[src/rtl/uart_ascii_sender_pkg.sv]
// Shared constants, FSM encoding and helpers for the ASCII frame sender.
// Frame: four decimal digits, CR, LF.
package uart_ascii_sender_pkg;

   localparam logic [7:0]  ASCII_0   = 8'h30;
   localparam logic [7:0]  ASCII_SP  = 8'h20;
   localparam logic [7:0]  ASCII_CR  = 8'h0D;
   localparam logic [7:0]  ASCII_LF  = 8'h0A;
   localparam int          FRAME_LEN = 6;
   localparam logic [31:0] MAX_DEC   = 32'd9999;

   typedef enum logic [2:0] {
      S_IDLE,
      S_CONV,
      S_ISSUE,
      S_WAIT_HI,
      S_WAIT_LO,
      S_FIN
   } state_t;

   function automatic logic [15:0] add3(input logic [15:0] b);
      logic [15:0] r;
      r = b;
      for (int i = 0; i < 4; i++) begin
         if (b[4*i +: 4] >= 4'd5)
            r[4*i +: 4] = b[4*i +: 4] + 4'd3;
      end
      return r;
   endfunction

   // A digit is blanked only when every digit above it is zero.
   function automatic logic [7:0] frame_byte(
      input logic [15:0] bcd,
      input logic [2:0]  idx,
      input logic        lz
   );
      logic [3:0] d;
      logic       blank;
      logic [7:0] r;
      d     = 4'h0;
      blank = 1'b0;
      r     = ASCII_LF;
      case (idx)
         3'd0: begin
            d     = bcd[15:12];
            blank = lz && (bcd[15:12] == 4'h0);
         end
         3'd1: begin
            d     = bcd[11:8];
            blank = lz && (bcd[15:8] == 8'h00);
         end
         3'd2: begin
            d     = bcd[7:4];
            blank = lz && (bcd[15:4] == 12'h000);
         end
         3'd3: d = bcd[3:0];
         default: ;
      endcase
      if (idx <= 3'd3)
         r = blank ? ASCII_SP : (ASCII_0 + {4'h0, d});
      else if (idx == 3'd4)
         r = ASCII_CR;
      return r;
   endfunction

endpackage

[src/rtl/uart_ascii_sender_bin2bcd_seq.sv]
// Sequential double-dabble: one add-3/shift step per clock.
// done is high during the cycle whose edge performs the final step.
module bin2bcd_seq
   import uart_ascii_sender_pkg::*;
#(
   parameter int VALUE_W = 14
) (
   input  logic               clk,
   input  logic               rst,
   input  logic               start,
   input  logic [VALUE_W-1:0] bin,
   output logic               done,
   output logic [15:0]        bcd
);

   localparam int CW = $clog2(VALUE_W + 1);

   logic [VALUE_W-1:0] shreg;
   logic [CW-1:0]      cnt;
   logic               run;
   logic [15:0]        adj;

   assign adj  = add3(bcd);
   assign done = run && (cnt == CW'(VALUE_W - 1));

   always_ff @(posedge clk or posedge rst) begin
      if (rst) begin
         shreg <= '0;
         bcd   <= '0;
         cnt   <= '0;
         run   <= 1'b0;
      end else if (start) begin
         shreg <= bin;
         bcd   <= '0;
         cnt   <= '0;
         run   <= 1'b1;
      end else if (run) begin
         bcd   <= {adj[14:0], shreg[VALUE_W-1]};
         shreg <= {shreg[VALUE_W-2:0], 1'b0};
         cnt   <= cnt + 1'b1;
         if (done)
            run <= 1'b0;
      end
   end

endmodule

[src/rtl/uart_ascii_sender.sv]
// Sends a saturated 0..9999 value as a 6-byte ASCII frame
// through a start/busy UART transmitter interface.
module uart_ascii_sender
   import uart_ascii_sender_pkg::*;
#(
   parameter int LZ_SUPPRESS = 1,
   parameter int VALUE_W     = 14
) (
   input  logic               clk,
   input  logic               rst,
   input  logic               start,
   input  logic [VALUE_W-1:0] value,
   input  logic               tx_busy,
   output logic               tx_start,
   output logic [7:0]         tx_data,
   output logic               busy,
   output logic               done
);

   localparam logic [2:0] LAST_IDX = 3'(FRAME_LEN - 1);

   state_t             state, state_nx;
   logic [2:0]         byte_idx;
   logic               conv_start, conv_done;
   logic [15:0]        bcd;
   logic [VALUE_W-1:0] sat_value;
   logic               tx_start_nx, busy_nx, done_nx;
   logic [7:0]         tx_data_nx;

   assign conv_start = (state == S_IDLE) && start;

   always_comb begin
      sat_value = value;
      if (32'(value) > MAX_DEC)
         sat_value = VALUE_W'(MAX_DEC);
   end

   bin2bcd_seq #(.VALUE_W(VALUE_W)) u_conv (
      .clk   (clk),
      .rst   (rst),
      .start (conv_start),
      .bin   (sat_value),
      .done  (conv_done),
      .bcd   (bcd)
   );

   always_ff @(posedge clk or posedge rst) begin
      if (rst) begin
         state    <= S_IDLE;
         tx_start <= 1'b0;
         tx_data  <= 8'h00;
         busy     <= 1'b0;
         done     <= 1'b0;
      end else begin
         state    <= state_nx;
         tx_start <= tx_start_nx;
         tx_data  <= tx_data_nx;
         busy     <= busy_nx;
         done     <= done_nx;
      end
   end

   always_ff @(posedge clk or posedge rst) begin
      if (rst)
         byte_idx <= '0;
      else if (state == S_CONV && conv_done)
         byte_idx <= '0;
      else if (state == S_WAIT_LO && !tx_busy && byte_idx != LAST_IDX)
         byte_idx <= byte_idx + 3'd1;
   end

   always_comb begin
      state_nx = state;
      unique case (state)
         S_IDLE:    if (start) state_nx = S_CONV;
         S_CONV:    if (conv_done) state_nx = S_ISSUE;
         S_ISSUE:   state_nx = S_WAIT_HI;
         S_WAIT_HI: if (tx_busy) state_nx = S_WAIT_LO;
         S_WAIT_LO: begin
            if (!tx_busy)
               state_nx = (byte_idx == LAST_IDX) ? S_FIN : S_ISSUE;
         end
         S_FIN:     state_nx = S_IDLE;
         default:   state_nx = S_IDLE;
      endcase
   end

   // Output values for the next edge; tx_data only moves on an issue.
   always_comb begin
      tx_start_nx = (state == S_ISSUE);
      tx_data_nx  = tx_data;
      if (state == S_ISSUE)
         tx_data_nx = frame_byte(bcd, byte_idx, LZ_SUPPRESS != 0);
      busy_nx = (state_nx != S_IDLE);
      done_nx = (state_nx == S_FIN);
   end

endmodule

[config.mk]
export PLATFORM = sky130hd
export DESIGN_NAME = uart_ascii_sender
export DESIGN_NICKNAME = d
export VERILOG_FILES = /design/src/rtl/uart_ascii_sender_pkg.sv /design/src/rtl/uart_ascii_sender_bin2bcd_seq.sv /design/src/rtl/uart_ascii_sender.sv
export SDC_FILE = /design/constraint.sdc
export NUM_CORES = 1
export LEC_CHECK = 0
export CAP_MARGIN = 20
export CORE_MARGIN = 2
export CORE_UTILIZATION = 50
export CTS_CLUSTER_SIZE = 20
export DETAILED_ROUTE_END_ITERATION = 7
export GPL_TIMING_DRIVEN = 0
export PLACE_DENSITY = 0.76
export SETUP_SLACK_MARGIN = 0.4
export SYNTH_ARGS = -nofsm -noshare
export SYNTH_HDL_FRONTEND = slang
export SYNTH_HIERARCHICAL = 1
export SYNTH_SLANG_ARGS = --single-unit
export TNS_END_PERCENT = 1
[constraint.sdc]
create_clock -name clk -period 3.9 [get_ports clk]
set_clock_uncertainty 0.05 [all_clocks]
set_input_delay 0.975 -clock clk [delete_from_list [all_inputs] [get_ports clk]]
set_output_delay 0.975 -clock clk [all_outputs]
set_load 0.1 [all_outputs]
Word-level counts from Yosys, hierarchy flattened
Index checks and enable logic that the tools add are counted.
{"block": "totals", "reg_bits": 52, "in_bits": 18, "output_inout_bits": 11, "elab_cells": 78}
{"block": "classes", "n_addsub": 7, "order_cmp": 6, "eq_ne": 12, "n_mux": 29, "n_reduce_logical": 14}
{"op": "$mux W14", "n": 3}
{"op": "$mux W16", "n": 2}
{"op": "$mux W3", "n": 9}
{"op": "$mux W4", "n": 6}
{"op": "$ge A4 B3 Y1 const B", "n": 4}
{"op": "$pmux W4 S4", "n": 1}
{"op": "$pmux W3 S5", "n": 1}
{"op": "$gt A14 B14 Y1 const B", "n": 1}
{"op": "$mux W7", "n": 2}
{"op": "$add A4 B2 Y4 const B", "n": 3}
{"op": "$eq A3 B2 Y1 const B", "n": 4}
{"op": "$eq A3 B3 Y1 const B", "n": 4}
{"op": "$logic_not A12 Y1", "n": 1}
{"op": "$logic_not A8 Y1", "n": 1}
{"op": "$add A6 B4 Y7 const A", "n": 1}
{"op": "$eq A3 B1 Y1 const B", "n": 2}
{"op": "$logic_not A3 Y1", "n": 2}
{"op": "$logic_and A1 B1 Y1", "n": 5}
{"op": "$add A4 B1 Y4 const B", "n": 1}
{"op": "$eq A4 B4 Y1 const B", "n": 1}
{"op": "$logic_not A4 Y1", "n": 1}
{"op": "$mux W1", "n": 4}
{"op": "$reduce_bool A2 Y1", "n": 2}
{"op": "$add A3 B1 Y3 const B", "n": 1}
{"op": "6 further kinds", "n": 6}

Logic depth before layout (Yosys ltp)
Gate-level depths: netlist of run 1.
{"block": "depth", "depth_word": 6, "depth_mapped": 8, "ltp_nobuf": 8}

Modules after synthesis
Netlist of run 1, hierarchy kept.
{"mod": "bin2bcd_seq", "n_inst": 1, "cells_per_inst": 193, "area_each_um2": 1884.3, "seq_area_each_um2": 875.8}
{"mod": "uart_ascii_sender", "n_inst": 1, "cells_per_inst": 117, "area_each_um2": 1024.7, "seq_area_each_um2": 375.4}

Worst setup path before layout of run 1
No wires, ideal clock.
{"block": "synth_timing", "kind": "input port to flip-flop", "start": "input port value[6]", "end": "register u_conv.shreg[4]", "setup_ns": 0.083, "arrival_time_ns": 2.043, "required_time_ns": 3.767, "path_slack_ns": 1.725, "path_stages": 7, "path_buffers": 1, "path_cell_list": "nor4_1 nor2_1 o31ai_1 clkbuf_1 and2_1 nand2_1 o21ai_0"}
{"block": "synth_between", "elab_chain_len": 3}
{"element": "from (decl)", "line_no": "uart_ascii_sender.sv:12", "rtl": "input logic [VALUE_W-1:0] value,"}
{"element": "$gt A14 B14 Y1", "line_no": "uart_ascii_sender.sv:34", "rtl": "if (32'(value) > MAX_DEC)"}
{"element": "$mux W14", "line_no": "uart_ascii_sender.sv:34"}
{"element": "net sat_value[4]", "line_no": "uart_ascii_sender.sv:26", "rtl": "logic [VALUE_W-1:0] sat_value;"}
{"element": "$mux W14", "line_no": "uart_ascii_sender_bin2bcd_seq.sv:32", "rtl": "end else if (start) begin"}
{"element": "to (signal assigned)", "line_no": "uart_ascii_sender_bin2bcd_seq.sv:33", "rtl": "shreg <= bin;"}
{"element": "to (signal assigned)", "line_no": "uart_ascii_sender_bin2bcd_seq.sv:39", "rtl": "shreg <= {shreg[VALUE_W-2:0], 1'b0};"}
{"element": "to (decl)", "line_no": "uart_ascii_sender_bin2bcd_seq.sv:18", "rtl": "logic [VALUE_W-1:0] shreg;"}
The timed path passes the listed nets, and every way through them passes these cells.
A chain may end at the register's enable or synchronous reset.

Final worst setup path of run 1
{"block": "layout_timing", "start": "input port start", "end": "register u_conv.shreg[4]"}
{"block": "layout_between", "elab_chain_len": 2, "elab_cells_between_ends": 3, "classes_between": "1 x mux; 2 x reduce/logical"}
{"element": "from (decl)", "line_no": "uart_ascii_sender.sv:11", "rtl": "input logic start,"}
{"element": "$logic_and A1 B1 Y1 (*)", "line_no": "uart_ascii_sender.sv:30", "rtl": "assign conv_start = (state == S_IDLE) && start;"}
{"element": "net conv_start", "line_no": "uart_ascii_sender.sv:24", "rtl": "logic conv_start, conv_done;"}
{"element": "$mux W14 or $reduce_bool A2 Y1 (tied branches)"}
The timed path passes the listed nets; every way through them passes the cells marked *.

==> results.md, run 1 <==
* Hold Worst Slack at around 0.45 ns
* # DRC at 0
* Die Footprint at approximately 6400 sq um
* R2R Setup Slk at between 1.5 and 2 ns
* Minimum clock period at roughly 2.9 ns
* Startpoint type of the worst setup path: primary input
* Most repeated library cell on the critical path: buf_2
* Core area at approximately 5600 sq um
* Syn-to-layout area delta at 16.9%
* Post-DR wirelength/cell at 14.4 um
* Hold Crit Start: tx_data[4]
* Worst-skew pair later-pin latency at just over 0.3 ns
* Count of hold buffers inserted by post-cts repair at 0
* Highest achievable clock rate at between 0.3 and 0.4 GHz
* Static leakage power at around 0.0015 uW
* Fraction of the cycle the final worst path needs at about three quarters
* Logic depth of the worst register-to-register path at 6
* Post-synthesis instance total at 310
* # diodes at 0
* Routed vias at 2352
* Initial antenna violation count at 0
* Wire length of the first global-routing pass at ~11000 um
* Port Buffer Count at 26
* Number of nets with antenna violations after routing at 0
* Final hold violation count at 0
* Synth async-reset ratio at 100%
* Chip Height at roughly 80 um
* Final sum of negative setup slack at 0 ns
* Detailed-router iteration count before antenna repair at 4
* Outcome: finished, final reports clean
* Overflow left after global routing at 0
* Number of synthesized register bits at 50
* TritonCTS clock tree: done
* Die X-Extent at 80.3 um
* Number of maximum-capacitance violations at 0
* Share of final-layout standard cells stronger than drive strength 1 at 7.80%
* Cell type group with the largest total delay on the critical path: buffers and inverters
* Global-route usage over all layers at a little over a fifth
* Yosys warning count at 6
* Number of violations reported at the end of detailed-routing iteration 0 at 144
* Power per Cell Area at between 800 and 900 nW/um^2
* Routed Wire Length at 6040 um
* Syn_area_per_cell at 9.38 sq um
* Most frequent cells in the layout: dfrtp_1, nand2_1, o21ai_0, clkdlybuf4s50_1
* Worst reg2reg path startpoint: state[1]
* Setup repair after global routing missed its margin: false
* Net count of the finished layout at 378
* Starting density of the core at 52.2%
* Number of cells on the worst hold path at 2
* Buffering stage count on the worst path with inverters included at 3
* Largest stage delay on the critical path at 0.82 ns
* Worst path required time at 4.07 ns
* Number of enable flip-flop cells after synthesis at 0
* Detailed placement HPWL at 4390 um
* Highest fanout seen on the critical path at 10
* Primary flip-flop cell chosen by synthesis mapping: dfrtp_1
* Hold Path Class: reg -> reg
* Category of the most critical setup path: in -> reg
* Clock transition at the register clock pins on the worst setup and hold paths after CTS at ~0.090 ns
* Count of distinct cell types in the synthesized netlist at 50
* Data arrival, critical path at slightly above 3 ns
* Max-slew violation count at 0
* Number of vias per cell after detailed routing at between 5 and 6
* Worst Max-Slew Pin Slew at around 1.0 ns
* Vias in the first global route at approximately 2300
* Reg-to-reg endpoint: u_conv/shreg[4]
* Number of buffers added for setup after CTS at 0
* Library cell contributing the largest single delay on the critical path: nor4b_1
* Buffer depth of the longest clock path at 2
* Num ports at 29
* Number of gates resized after cts at 0
* Capture endpoint of the worst hold path: tx_data[4]
* TritonCTS Buffers at 5
* Root Buffer Master: clkbuf_8
* Number of rows in the core area at 27
* Largest net degree at the start of global routing at 20
* Area of the mapped netlist at ~2900 sq um
* Final Setup Violations at 0
* Leading cell type in the layout, fill and taps excluded: dfrtp_1
* Global placement routability congestion at between 0.7 and 0.8
* Max-Slew Margin vs Limit at 31.0%
* Maximum level of the CTS H-tree at 2
* Type of element capturing the critical path: flop
* Critical Path, Cell by Cell: clkdlybuf4s50_1 -> nor4b_1 -> buf_2 -> buf_2 -> nand2_1 -> o21ai_0
* Register area share after synthesis at a little over two fifths
* Worst IR Drop VDD at about 370 uV
* Sink Count at 50
==> kinds of logic after synthesis <==
| group | share of synthesized area (%) |
|---|---|
| xor+xnor | 2.11 |
| fa+ha+maj | 6.45 |
| flops | 43.0 |
| simple gates | 17.8 |
| compound gates | 18.8 |
| other cells | 0.129 |
| buf+inv | 6.54 |
| mux | 5.20 |
==> registers in the layout (all words and copies together) (netlist names) <==
signal	flops
busy	1
byte_idx	3
done	1
state	3
tx_data	6
tx_start	1
u_conv/bcd	16
u_conv/cnt	4
u_conv/run	1
u_conv/shreg	14
==> metal layers <==
metal | GRT usage (%) | vias to the layer above | part of all wire, %
met5 | 0 | - | 0
met4 | 8.14 | 0 | 1.1
met3 | 4.72 | 5 | 3.8
met2 | 36.3 | 68 | 49
met1 | 25.7 | 1118 | 46
li1 | - | 1161 | -
==> layout make-up <==
type                            count  area [sq um]
Sequential cell                    50          1250
Fill cell                         519          2170
Inverter                           18          67.6
Clock buffer                        8           110
Tap cell                           72          90.1
Timing Repair Buffer               27           288
Multi-Input combinational cell    225          1470
Buffer                             18           123
==> cell usage after synthesis (all sizes together), types with 3 or more instances <==
library cell,instances,area share [%]
dfrtp,50,43
o21ai,29,5.0
nand2,28,3.6
inv,18,2.3
nor2,18,2.3
a21oi,16,2.9
ha,15,6.5
buf,14,3.7
mux2i,14,4.8
nand2b,14,3.0
nand3,8,1.4
a21o,5,1.3
a31oi,5,1.1
or3,5,1.1
a22o,4,1.2
and2,4,0.86
clkbuf,4,0.52
nor2b,4,0.86
nor3,4,0.69
nor4,4,0.86
o32ai,4,1.2
xor2,4,1.2
a211oi,3,0.95
a22oi,3,0.77
o31ai,3,0.77
or3b,3,0.90
xnor2,3,0.90
==> stage by stage <==
stage | worst slack (ns) | instances | utilization [%] | total power (uW) | cell area [sq um]
2_1_floorplan | 1.72 | 311 | - | 2100 | 2910
3_3_place_gp | 0.722 | 409 | 58.5 | 2410 | 3260
3_5_place_dp | 0.701 | 410 | 59.0 | 2460 | 3290
4_1_cts | 0.988 | 418 | 61.0 | 2820 | 3400
5_1_grt | 0.769 | 418 | 61.0 | 3040 | 3400
6_report | 0.982 | 418 | 61.0 | 2820 | 3400
==> worst register-to-register path, cell delays in order, from the launching register on <==
cell and delay [ns]:
dfrtp_1 0.38, buf_6 0.13, nor4b_1 0.87, buf_2 0.38
buf_2 0.28, nand2_1 0.08, o21ai_0 0.08
==> report_power, final <==
group | switching [uW] | internal, uW | total (uW) | leakage (uW)
Sequential | 211 | 744 | 955 | 0.000630
Combinational | 914 | 598 | 1510 | 0.000850
Clock | 169 | 179 | 348 | 0.0000575
==> worst max path at each step <==
stage                     cells past startpoint  startpoint               to
final                                         6       start  u_conv/shreg[4]
after global routing                          6       start  u_conv/shreg[0]
after CTS                                     6       start  u_conv/shreg[4]
after detailed placement                      6       start  u_conv/shreg[4]
after global placement                        6       start  u_conv/shreg[4]
after floorplan                               7    value[6]  u_conv/shreg[4]
No activity file was read; power rests on OpenSTA's default activity.
==> inputs of run 2 (changes only) <==
==> constraint.sdc (replaced) <==
create_clock -name clk -period 2.8 [get_ports clk]
set_clock_uncertainty 0.05 [all_clocks]
set_input_delay 0.7 -clock clk [delete_from_list [all_inputs] [get_ports clk]]
set_output_delay 0.7 -clock clk [all_outputs]
set_load 0.1 [all_outputs]
==> results.md, run 2 (synthesis results as in run 1) <==
* Highest achievable clock rate at between 0.3 and 0.4 GHz
* Starting density of the core at 52.2%
* Worst path required time at slightly above 2 ns
* Number of nets with antenna violations after routing at 0
* Hold Crit Start: tx_data[5]
* Non-Filler Cell Area, Final at 3410 sq um
* Final hold violation count at 0
* Logic depth of the worst register-to-register path at 6
* Number of maximum-capacitance violations at 0
* Worst reg2reg path startpoint: state[1]
* R2R Setup Slk at a little under 0.8 ns
* Global-route usage over all layers at a little over a fifth
* Max-slew violation count at 0
* Hold Path Class: reg -> reg
* Utilization of the core after routing at between 60% and 70%
* Number of buffers added for setup after CTS at 0
* Number of cells on the worst hold path at 1
* Buffering stage count on the worst path with inverters included at 1
* TritonCTS Buffers at 5
* Biggest registers after layout: u_conv/bcd x16, u_conv/shreg x14, tx_data x6
* Hold Worst Slack at 0.444 ns
* Num ports at 29
* Category of the most critical setup path: reg -> out
* Die Footprint at roughly 6400 sq um
* Largest net degree at the start of global routing at 20
* Maximum level of the CTS H-tree at 2
* Register bank with the most flops: u_conv/bcd
* Global placement routability congestion at 0.780
* Routed Wire Length at 6020 um
* Detailed placement HPWL at between 4000 and 5000 um
* Share of final-layout standard cells stronger than drive strength 1 at under 10%
* Port Buffer Count at 26
* Post-DR wirelength/cell at about 14 um
* Outcome: finished, final reports clean
* Post-layout worst setup margin at 0.247 ns
* Number of gates on the worst path with buffers counted at 1
* Reg-to-reg endpoint: u_conv/shreg[4]
* Number of violations reported at the end of detailed-routing iteration 0 at 140
* Minimum clock period at 2.55 ns
* Detailed-router iteration count before antenna repair at 4
* Library cell contributing the largest single delay on the critical path: clkdlybuf4s50_1
* Data arrival, critical path at ~1.8 ns
* Chip Height at about 80 um
* Clock transition at the register clock pins on the worst setup and hold paths after CTS at around 0.080 ns
* Routed vias at 2327
* # DRC at 0
* Startpoint type of the worst setup path: flop
* Final Setup Violations at 0
* Type of element capturing the critical path: output port
* TritonCTS clock tree: done
* Setup repair after global routing missed its margin: true
* Capture endpoint of the worst hold path: tx_data[5]
* Cell type group with the largest total delay on the critical path: buffers and inverters
* Total power at slightly below 4000 uW
* Most frequent cells in the layout: dfrtp_1, nand2_1, o21ai_0
* Root Buffer Master: clkbuf_8
* Overflow left after global routing at 0
* Power per Cell Area at approximately 1200 nW/um^2
* Syn-to-layout area delta at 17.2%
* Core area at between 5000 and 6000 sq um
* Cell area after placement at ~3300 sq um
* Vias in the first global route at about 2300
* Worst IR Drop VDD at approximately 510 uV
* Die X-Extent at ~80 um
* Number of vias per cell after detailed routing at about 5.6
* Largest stage delay on the critical path at ~1.1 ns
* Initial antenna violation count at 0
* Fraction of the cycle the final worst path needs at between 90% and 100%
* Buffer depth of the longest clock path at 2
* Max-Slew Margin vs Limit at 35.7%
* Number of flip-flops in the largest register at 16
* # diodes at 0
* Count of hold buffers inserted by post-cts repair at 0
* Number of rows in the core area at 27
* Worst Max-Slew Pin Slew at ~0.96 ns
* Leading cell type in the layout, fill and taps excluded: dfrtp_1
* Sink Count at 50
* Wire length of the first global-routing pass at ~11000 um
* Worst-skew pair later-pin latency at 0.31 ns
* Critical Path, Cell by Cell: clkdlybuf4s50_1
* DP Worst Slack at -0.124 ns
* Static leakage power at about 0.0016 uW
* Net count of the finished layout at between 300 and 400
* Highest fanout seen on the critical path at 2
## run 2: cell count changes in the layout (fill, tap and decap cells not counted), sizes merged
cell	delta
clkdlybuf4s50	-1
dlymetal6s2s	+1
## run 2: cell type report
class | instances | area, sq um
Buffer | 18 | 123
Clock buffer | 8 | 110
Fill cell | 520 | 2160
Inverter | 18 | 67.6
Multi-Input combinational cell | 225 | 1480
Sequential cell | 50 | 1250
Tap cell | 72 | 90.1
Timing Repair Buffer | 27 | 290
## run 2: how the worst max path moves through the flow
stage                     from               to  slack [ns]
floorplan             value[6]  u_conv/shreg[4]        0.90
global placement         start  u_conv/shreg[4]       -0.10
detailed placement       start  u_conv/shreg[4]       -0.12
CTS                 tx_data[5]       tx_data[5]        0.23
global route        tx_data[3]       tx_data[3]        0.21
finish              tx_data[3]       tx_data[3]        0.25
## run 2: power by group
group	leakage [uW]	internal, uW	switching, uW
Combinational	0.000863	833	1270
Sequential	0.000630	1040	294
Clock	0.0000575	250	242
## run 2: per-layer routing
layer  GRT usage, %  vias to the layer above  part of all wire, %
met5              0                        -                    0
met1           25.8                     1109                   45
met4           9.83                        0                  1.8
met2           36.5                       48                   50
met3           3.26                        8                  3.4
li1               -                     1162                    -
## run 2: repair_timing
item                       in CTS  in global routing
resized for setup               1                  1
pin swaps                       0                  0
setup endpoints to repair      39                 16
## run 2: stage by stage
| step | cells | TNS (ns) |
|---|---|---|
| after floorplan | 311 | 0 |
| after global placement | 409 | -1.77 |
| after detailed placement | 410 | -1.61 |
| after CTS | 418 | 0 |
| after global routing | 418 | 0 |
| final | 418 | 0 |
==> inputs of run 3 (changes only) <==
--- a/config.mk
+++ b/config.mk
@@ -12,6 +12,7 @@
 export DETAILED_ROUTE_END_ITERATION = 7
 export GPL_TIMING_DRIVEN = 0
 export PLACE_DENSITY = 0.76
+export REMOVE_ABC_BUFFERS = 1
 export SETUP_SLACK_MARGIN = 0.4
 export SYNTH_ARGS = -nofsm -noshare
 export SYNTH_HDL_FRONTEND = slang
==> results.md, run 3 (synthesis results as in run 1) <==
* R2R Setup Slk at about 0.5 ns
* Wire length of the first global-routing pass at 9270 um
* Final hold violation count at 0
* Number of cells on the worst hold path at 2
* Port Buffer Count at 26
* Count of hold buffers inserted by post-cts repair at 0
* Type of element capturing the critical path: output port
* Biggest registers after layout: u_conv/bcd x16, u_conv/shreg x14, tx_data x6
* Worst IR Drop VDD at about 580 uV
* Maximum level of the CTS H-tree at 2
* Final Setup Violations at 0
* Cell Count, Final, Fillers Out at between 400 and 500
* Core area at 5570 sq um
* Buffering stage count on the worst path with inverters included at 1
* Highest fanout seen on the critical path at 2
* Largest stage delay on the critical path at roughly 1.1 ns
* Routed Wire Length at 5240 um
* Detailed-router iteration count before antenna repair at 4
* Leading cell type in the layout, fill and taps excluded: dfrtp_1
* Die X-Extent at roughly 80 um
* Static leakage power at ~0.0015 uW
* Buffer depth of the longest clock path at 2
* Fill cell count at between 400 and 500
* Cell area after placement at 3210 sq um
* Global placement routability congestion at slightly below 0.9
* Worst reg2reg path startpoint: u_conv/run
* Clock share of power at between 10% and 20%
* # DRC at 0
* Number of vias per cell after detailed routing at between 5 and 6
* Most frequent cells in the layout: dfrtp_1, nand2_1, o21ai_0
* Post-Route M1 WL at ~2400 um
* Starting density of the core at 52.2%
* Library cell contributing the largest single delay on the critical path: clkdlybuf4s50_1
* Routed vias at 2272
* Number of rows in the core area at 27
* Worst Max-Slew Pin Slew at approximately 0.96 ns
* Internal power consumption at 2050 uW
* Minimum clock period at roughly 2.5 ns
* Die Footprint at 6440 sq um
* Number of nets with antenna violations after routing at 0
* Detailed placement HPWL at a little under 4000 um
* Placed Cells at between 300 and 400
* Number of buffers added for setup after CTS at 0
* Number of violations reported at the end of detailed-routing iteration 0 at approximately 110
* Hold Crit Start: tx_data[4]
* Highest achievable clock rate at just under 0.4 GHz
* Area taken by flip-flops and latches at around 1300 sq um
* Top Layer Used: met4
* Max-Slew Margin vs Limit at a little over a third
* Met2 wire len at 2510 um
* Met3 WL post-DR at about 240 um
* Part of the power in registers at a little under two fifths
* Num ports at 29
* Capture endpoint of the worst hold path: tx_data[4]
* Logic depth of the worst register-to-register path at 6
* Switch share at between 40% and 50%
* Critical Path, Cell by Cell: clkdlybuf4s50_1
* Overflow left after global routing at 0
* Relative contribution of combinational cells to total power at 49.6%
* Clock transition at the register clock pins on the worst setup and hold paths after CTS at roughly 0.080 ns
* Category of the most critical setup path: reg -> out
* Syn-to-layout area delta at 14.2%
* Chip Height at 80.3 um
* Cell type group with the largest total delay on the critical path: buffers and inverters
* Non-Filler Cell Area, Final at about 3300 sq um
* Global-route usage over all layers at ~18%
* Initial antenna violation count at 0
* Worst path required time at a little over 2 ns
* TritonCTS clock tree: done
* Sink Count at 50
* Worst-skew pair later-pin latency at 0.31 ns
* Post-DR wirelength/cell at approximately 13 um
* Power per Cell Area at about 1100 nW/um^2
* Largest net degree at the start of global routing at 49
* Area of combinational cells with multiple inputs at 1480 sq um
* Switching Power at approximately 1700 uW
* Hold Path Class: reg -> reg
* Fraction of the cycle the final worst path needs at about nine tenths
* Net count of the finished layout at around 370
* Max-slew violation count at 0
* Number of flip-flops in the largest register at 16
* Startpoint type of the worst setup path: flop
* Vias in the first global route at between 2000 and 2500
* # diodes at 0
* Reg-to-reg endpoint: busy
* Outcome: finished, final reports clean
* TritonCTS Buffers at 5
* Root Buffer Master: clkbuf_8
* Data arrival, critical path at 1.79 ns
* Register bank with the most flops: u_conv/bcd
* Setup repair after global routing missed its margin: true
* Number of maximum-capacitance violations at 0
* Share of final-layout standard cells stronger than drive strength 1 at 6.01%
[run 3: per-layer routing]
layer	track usage, %	up-vias
li1	-	1131
met1	22.1	1069
met2	30.3	63
met3	3.48	9
met4	7.46	0
met5	0	-
[run 3: worst max-delay path by stage]
stage,end,from,cells past startpoint
global route,tx_data[4],tx_data[4],1
global placement,u_conv/bcd[8],start,5
finish,tx_data[0],tx_data[0],1
floorplan,u_conv/bcd[8],start,4
CTS,tx_data[2],tx_data[2],1
detailed placement,u_conv/shreg[0],value[6],7
[run 3: area by class of cell]
| class | count | share of cell area [%] |
|---|---|---|
| clock buffers | 8 | 3.31 |
| flip-flops and latches | 50 | 37.7 |
| repair buffers | 32 | 9.76 |
| inverters | 18 | 2.03 |
| well taps | 72 | 2.71 |
| multi-input cells | 225 | 44.5 |
[run 3: through the flow]
stage / utilization [%] / worst slack (ns) / hold WS, ns / power [uW] / TNS [ns]
floorplan: - / -2.37 / 0.440 / 2860 / -70.43
global placement: 56.3 / -4.71 / 0.411 / 3250 / -149.12
detailed placement: 57.5 / -0.0877 / 0.424 / 3320 / -0.495
CTS: 59.5 / 0.238 / 0.443 / 3800 / 0
global route: 59.6 / 0.224 / 0.460 / 4100 / 0
finish: 59.6 / 0.261 / 0.434 / 3780 / 0
[run 3: repair_timing]
action / in CTS / in global routing
resized for setup: 1 / 1
endpoints found under the setup margin: 25 / 16
cloned: 0 / 0
pin swaps: 0 / 0
[run 3: power by group through the flow]
stage / clock [uW] / sequential [uW] / combinational (uW)
final: 476 / 1430 / 1880
after global placement: 0 / 1430 / 1810
after global routing: 524 / 1490 / 2090
after CTS: 491 / 1430 / 1880
after detailed placement: 0 / 1450 / 1870
after floorplan: 0 / 1690 / 1170
